==> src/rtl/dpsram_fifo_ctrl.sv <==
// Controller that turns an external dual-port SRAM into a FIFO.
// Port A is the write port and port B is the read port. The SRAM read has a
// one-cycle latency, so read data is presented in the cycle after the read is
// accepted. Status flags are registered and change on the same edge as COUNT.
module dpsram_fifo_ctrl #(
   parameter int DATA_WIDTH  = 20,
   parameter int ADDR_WIDTH  = 10,
   parameter int AFULL_LEVEL = 1000
) (
   input  logic                  CLK,
   input  logic                  RESET,
   input  logic                  WR_EN,
   input  logic [DATA_WIDTH-1:0] WR_DATA,
   input  logic                  RD_EN,
   output logic [DATA_WIDTH-1:0] RD_DATA,
   output logic                  RD_VALID,
   output logic                  FULL,
   output logic                  EMPTY,
   output logic                  ALMOST_FULL,
   output logic [ADDR_WIDTH:0]   COUNT,
   output logic                  OVERFLOW,
   output logic                  UNDERFLOW,
   output logic [ADDR_WIDTH-1:0] A_ADDR,
   output logic [DATA_WIDTH-1:0] A_DIN,
   output logic                  A_WEN,
   output logic [ADDR_WIDTH-1:0] B_ADDR,
   output logic [DATA_WIDTH-1:0] B_DIN,
   output logic                  B_WEN,
   input  logic [DATA_WIDTH-1:0] B_DOUT
);

   localparam logic [ADDR_WIDTH:0] DEPTH = {1'b1, {ADDR_WIDTH{1'b0}}};
   localparam logic [ADDR_WIDTH:0] AFULL = AFULL_LEVEL[ADDR_WIDTH:0];

   logic [ADDR_WIDTH-1:0] wptr_reg;
   logic [ADDR_WIDTH-1:0] rptr_reg;
   logic [ADDR_WIDTH:0]   count_reg;
   logic [ADDR_WIDTH:0]   count_next;
   logic                  full_reg;
   logic                  empty_reg;
   logic                  afull_reg;
   logic                  rd_valid_reg;
   logic                  overflow_reg;
   logic                  underflow_reg;
   logic [DATA_WIDTH-1:0] rd_hold_reg;
   logic                  wr_accept;
   logic                  rd_accept;

   // Acceptance uses only the registered flags: a same-cycle read never frees
   // room for a write, and a same-cycle write never makes data readable.
   // Gating the write with RESET keeps the SRAM untouched while in reset.
   assign wr_accept = WR_EN & ~full_reg & ~RESET;
   assign rd_accept = RD_EN & ~empty_reg;

   // SRAM port wiring is combinational so the SRAM samples on the accepting edge.
   // Full implies equal pointers with writes blocked, so ports never collide.
   assign A_ADDR = wptr_reg;
   assign A_DIN  = WR_DATA;
   assign A_WEN  = wr_accept;
   assign B_ADDR = rptr_reg;
   assign B_DIN  = '0;
   assign B_WEN  = 1'b0;

   // Occupancy after this edge; simultaneous accepted write and read cancel.
   always_comb begin
      count_next = count_reg;
      if (wr_accept && !rd_accept) begin
         count_next = count_reg + 1'b1;
      end else if (rd_accept && !wr_accept) begin
         count_next = count_reg - 1'b1;
      end
   end

   // Pointers, occupancy and status flags; flags are derived from count_next
   // so they stay consistent with COUNT on every edge.
   always_ff @(posedge CLK or posedge RESET) begin
      if (RESET) begin
         wptr_reg      <= '0;
         rptr_reg      <= '0;
         count_reg     <= '0;
         full_reg      <= 1'b0;
         empty_reg     <= 1'b1;
         afull_reg     <= 1'b0;
         overflow_reg  <= 1'b0;
         underflow_reg <= 1'b0;
      end else begin
         if (wr_accept) begin
            wptr_reg <= wptr_reg + 1'b1;
         end
         if (rd_accept) begin
            rptr_reg <= rptr_reg + 1'b1;
         end
         count_reg     <= count_next;
         full_reg      <= (count_next == DEPTH);
         empty_reg     <= (count_next == '0);
         afull_reg     <= (count_next >= AFULL);
         overflow_reg  <= WR_EN & full_reg;
         underflow_reg <= RD_EN & empty_reg;
      end
   end

   // Read-valid tracks the SRAM latency; the hold register captures the word
   // shown during a valid cycle so RD_DATA stays stable afterwards.
   always_ff @(posedge CLK or posedge RESET) begin
      if (RESET) begin
         rd_valid_reg <= 1'b0;
         rd_hold_reg  <= '0;
      end else begin
         rd_valid_reg <= rd_accept;
         if (rd_valid_reg) begin
            rd_hold_reg <= B_DOUT;
         end
      end
   end

   assign RD_DATA     = rd_valid_reg ? B_DOUT : rd_hold_reg;
   assign RD_VALID    = rd_valid_reg;
   assign FULL        = full_reg;
   assign EMPTY       = empty_reg;
   assign ALMOST_FULL = afull_reg;
   assign COUNT       = count_reg;
   assign OVERFLOW    = overflow_reg;
   assign UNDERFLOW   = underflow_reg;

endmodule
==> config.mk <==
export PLATFORM = sky130hd
export DESIGN_NAME = dpsram_fifo_ctrl
export DESIGN_NICKNAME = d
export VERILOG_FILES = /design/src/rtl/dpsram_fifo_ctrl.sv
export SDC_FILE = /design/constraint.sdc
export NUM_CORES = 1
export LEC_CHECK = 0
export ABC_CLOCK_PERIOD_IN_PS = 2520
export CAP_MARGIN = 15
export CELL_PAD_IN_SITES_DETAIL_PLACEMENT = 0
export CELL_PAD_IN_SITES_GLOBAL_PLACEMENT = 1
export CORE_MARGIN = 2
export CORE_UTILIZATION = 30
export CTS_CLUSTER_DIAMETER = 150
export CTS_CLUSTER_SIZE = 25
export DETAILED_ROUTE_END_ITERATION = 8
export PLACE_DENSITY = 0.78
export SETUP_SLACK_MARGIN = 0.2
export SYNTH_ARGS = -nofsm -noshare
export SYNTH_HDL_FRONTEND = slang
export SYNTH_SLANG_ARGS = --single-unit
==> constraint.sdc <==
create_clock -name CLK -period 2.52 [get_ports CLK]
set_input_delay 0.504 -clock CLK [delete_from_list [all_inputs] [get_ports CLK]]
set_output_delay 0.504 -clock CLK [all_outputs]
set_load 0.02 [all_outputs]
==> results.py <==
metrics = {
    "status": {
        "status": "finished, final reports clean",
    },
    "placement": {
        "port_buffers": 81,
        "dp.cells": 479,
        "gp_congestion": 0.822,
        "dp_hpwl_microns": 4990,
        "dpl_cell_area_sq_mm": 0.00394,
    },
    "floorplan": {
        "die_w_microns": 103,
        "start_util_pct": 30.5,
        "die-area_sq_mm": 0.0107,
        "dieHeight_microns": 103,
        "rows": 36,
        "coreArea_sq_mm": 0.00968,
        "ios": 143,
    },
    "timing": {
        "post-route-min-period_ns": 2.38,
        "max_slew.worst_pin.slew_ns": 0.534,
        "max_freq_ghz": 0.420,
        "hold_viol": 0,
        "fin_setup_tns_ns": 0,
        "fin_crit_sh_pct": 94.5,
        "maxSlewHeadroom_pct": 64.4,
        "drv_slew": 0,
        "rsz0062_at_grt": "true",
        "setup_violations": 0,
        "skew_ns": 0.00657,
    },
    "synth": {
        "yosys.area_share.simple_pct": 14.6,
        "netlist_area_sq_mm": 0.00296,
        "netlist_instances": 258,
        "synth-xor-area-share_pct": 8.26,
        "yosysTopAreaCell": "dfrtp_1",
        "synth-edff-count": 0,
        "yosysWarningCount": 0,
        "synth_top_family_by_area": "simple AND/OR/NAND/NOR gates",
        "synthMuxAreaShare_pct": 7.62,
        "synth_top_cell_area_share_pct": 47.4,
        "synthAdderAreaFrac_pct": 1.69,
        "ys_seq_elements": 57,
        "synthDistinctLibCells": 51,
        "avgSynthCellArea_sq_um": 11.5,
        "synthFlopType": "dfrtp_1",
        "ys_seq_area_share_pct": 48.3,
        "synth_compound_area_share_pct": 5.59,
        "synth-async-reset-ratio_pct": 100,
        "synthTopCellsByArea": "dfrtp_1 47%, buf_4 10%, mux2_2 7.6%",
    },
    "clock_network": {
        "insertion_delay_ns": 0.33,
        "cts_buffer_depth": 2,
        "cts.htree.levels": 3,
        "numCtsBuffers": 9,
        "holdBufCountCts": 0,
        "cts_sinks": 57,
        "clk_pin_slew_ns": 0.07,
        "clockRootBuffer": "clkbuf_8",
        "tritoncts": "built",
    },
    "finish": {
        "finalNonFillerCells": 496,
        "stdcell_area_sq_mm": 0.00426,
        "n_antenna_cell": 0,
        "multiInputGateArea_sq_mm": 0.00135,
        "n_fill_cell": 918,
        "nets": 406,
        "drive_gt1_share_pct": 29.2,
        "largest_reg_flops": 20,
        "seqCellArea_sq_mm": 0.00143,
        "area_delta_synth_final_pct": 44.2,
    },
    "worst_setup_path": {
        "critPathBufInv": 2,
        "cp-start-kind": "input pin",
        "path_max_fanout": 3,
        "max_stage_delay_ns": 0.55,
        "critPathTopFamily": "simple AND/OR/NAND/NOR gates",
        "crit_chain": "clkdlybuf4s15_1 -> buf_6 -> or4bb_4 -> o22ai_4 -> xor2_2 -> a2111oi_4 -> or4b_4 -> nor3_4",
        "cp_data_required_time_ns": 2.78,
        "cp_slowest_cell": "or4bb_4",
        "path_class": "input pin to register",
        "end_kind": "register",
        "cp.arrival_ns": 2.64,
    },
    "power_and_ir_drop": {
        "p_total_mw": 4.14,
        "p_per_area_mw_per_mm2": 973,
        "p_leak_nw": 1.85,
        "p_int_mw": 2.57,
        "swShare_pct": 38.1,
        "power.share.clock_pct": 20.7,
        "combPwrFrac_pct": 45.7,
        "p_sw_mw": 1.58,
        "p_seq_share_pct": 33.6,
        "ir_drop_mv": 0.569,
    },
    "run": {
        "maxCapViolations": 0,
    },
    "worst_hold_path": {
        "hold_path.class": "input pin to async pin",
    },
    "global_routing": {
        "grt-ovfl-total": 0,
        "grt_pass1_wl_microns": 10500,
        "grt_pass1_vias": 2186,
        "globalRouteTotalUtil_pct": 13.0,
        "antenna_found_initial": 0,
        "grt_max_degree": 32,
    },
    "routing": {
        "first_pass_iters": 4,
        "drc": 0,
        "viasPerCell": 4.37,
        "dr_total_vias": 2166,
        "drt_iter0_drc": 42,
        "wl_per_cell_microns": 13.8,
        "routed_wl_microns": 6840,
        "final_antenna_net_count": 0,
    },
}
layout by cell type (no fill, tap or decap), drive strengths merged, types with 2 or more instances in the layout:
cell            n
a221oi          2
a22oi           2
a31oi           2
and2            5
and3            6
and4            5
buf            36
clkbuf         11
clkdlybuf4s50  57
clkinv          3
clkinvlp        2
conb           21
dfrtp          56
dlygate4sd2    23
ha              4
inv             8
mux2           20
nand2          12
nand2b          2
nand3          15
nand4           3
nor2           10
nor3            5
nor4bb          2
o2bb2ai         2
o31ai           2
or4             2
xnor2          17
xor2           10
per-layer routing:
metal	track usage, %	wire [microns]	vias to the layer above
li1	-	-	1025
met1	16.3	2990	1035
met2	20.6	3180	92
met5	0	0	-
met3	4.03	552	14
met4	5.97	117	0
per-stage QoR:
stage          util [%]  setup WS (ns)  hold slack, ns
2_1_floorplan         -          0.158           0.560
4_1_cts            43.3          0.116           0.311
3_3_place_gp       40.6         -0.468           0.459
6_report           44.0          0.140           0.342
5_1_grt            44.0         0.0584           0.374
3_5_place_dp       40.6         -0.491           0.468
Yosys cell counts (3+ instances only):
library cell,number
xnor2_1,17
nor3_1,4
buf_4,41
xor2_1,9
and2_1,5
mux2_2,20
ha_1,4
dfrtp_1,56
nand3_1,15
nor2_1,10
inv_1,7
nand4_1,3
clkbuf_1,3
and3_1,6
nand2_1,12
and4_1,5
power groups by stage:
stage	clock, mW	combinational (mW)	sequential, mW
after floorplan	0	0.736	1.62
after global placement	0	1.75	1.40
final	0.858	1.89	1.39
after CTS	0.899	1.84	1.39
after detailed placement	0	1.77	1.40
after global routing	0.936	2.04	1.43
worst register-to-register path, cell delays in order (launching register included):
cell and delay, ns:
dfrtp_2 0.38, ha_4 0.14, or4bb_4 0.54, o22ai_4 0.18
xor2_2 0.12, a2111oi_4 0.21, or4b_4 0.53, nor3_4 0.19
logic make-up (layout without fill, tap and decap cells):
group                    count (synthesis)  in the layout
adder cells (fa/ha/maj)                  4              4
flip-flops                              57             57
AO/OA/AOI/OAI                           17             17
AND/OR/NAND/NOR                         75             75
other                                    1             21
multiplexers                            20             20
buffers and inverters                   57            142
XOR/XNOR                                27             27
area by class of cell:
cell class,instances,share of cell area [%]
Multi-Input combinational cell,164,31.6
Timing Repair Buffer,117,25.2
Sequential cell,57,33.6
Clock inverter,5,1.29
Tap cell,133,3.91
Inverter,9,1.09
Clock buffer,11,3.32
what timing repair did:
action | CTS | global route
pin swaps | 6 | 3
buffers inserted | 1 | 0
setup endpoints to repair | 25 | 4
gates resized for setup | 40 | 12
final timing paths:
kind	slack, ns	startpoint	depth (start not counted)	endpoint
setup / recovery	0.14	RESET	8	EMPTY
hold / removal	0.34	RESET	3	COUNT[1]
setup reg to reg	0.15	COUNT[0]	7	EMPTY
hold reg to reg	0.47	B_ADDR[9]	1	B_ADDR[9]
max in group asynchronous	1.63	RESET	4	COUNT[0]
min in group CLK	0.47	B_ADDR[9]	1	B_ADDR[9]
Note: power is estimated with default switching activity, not from simulation.
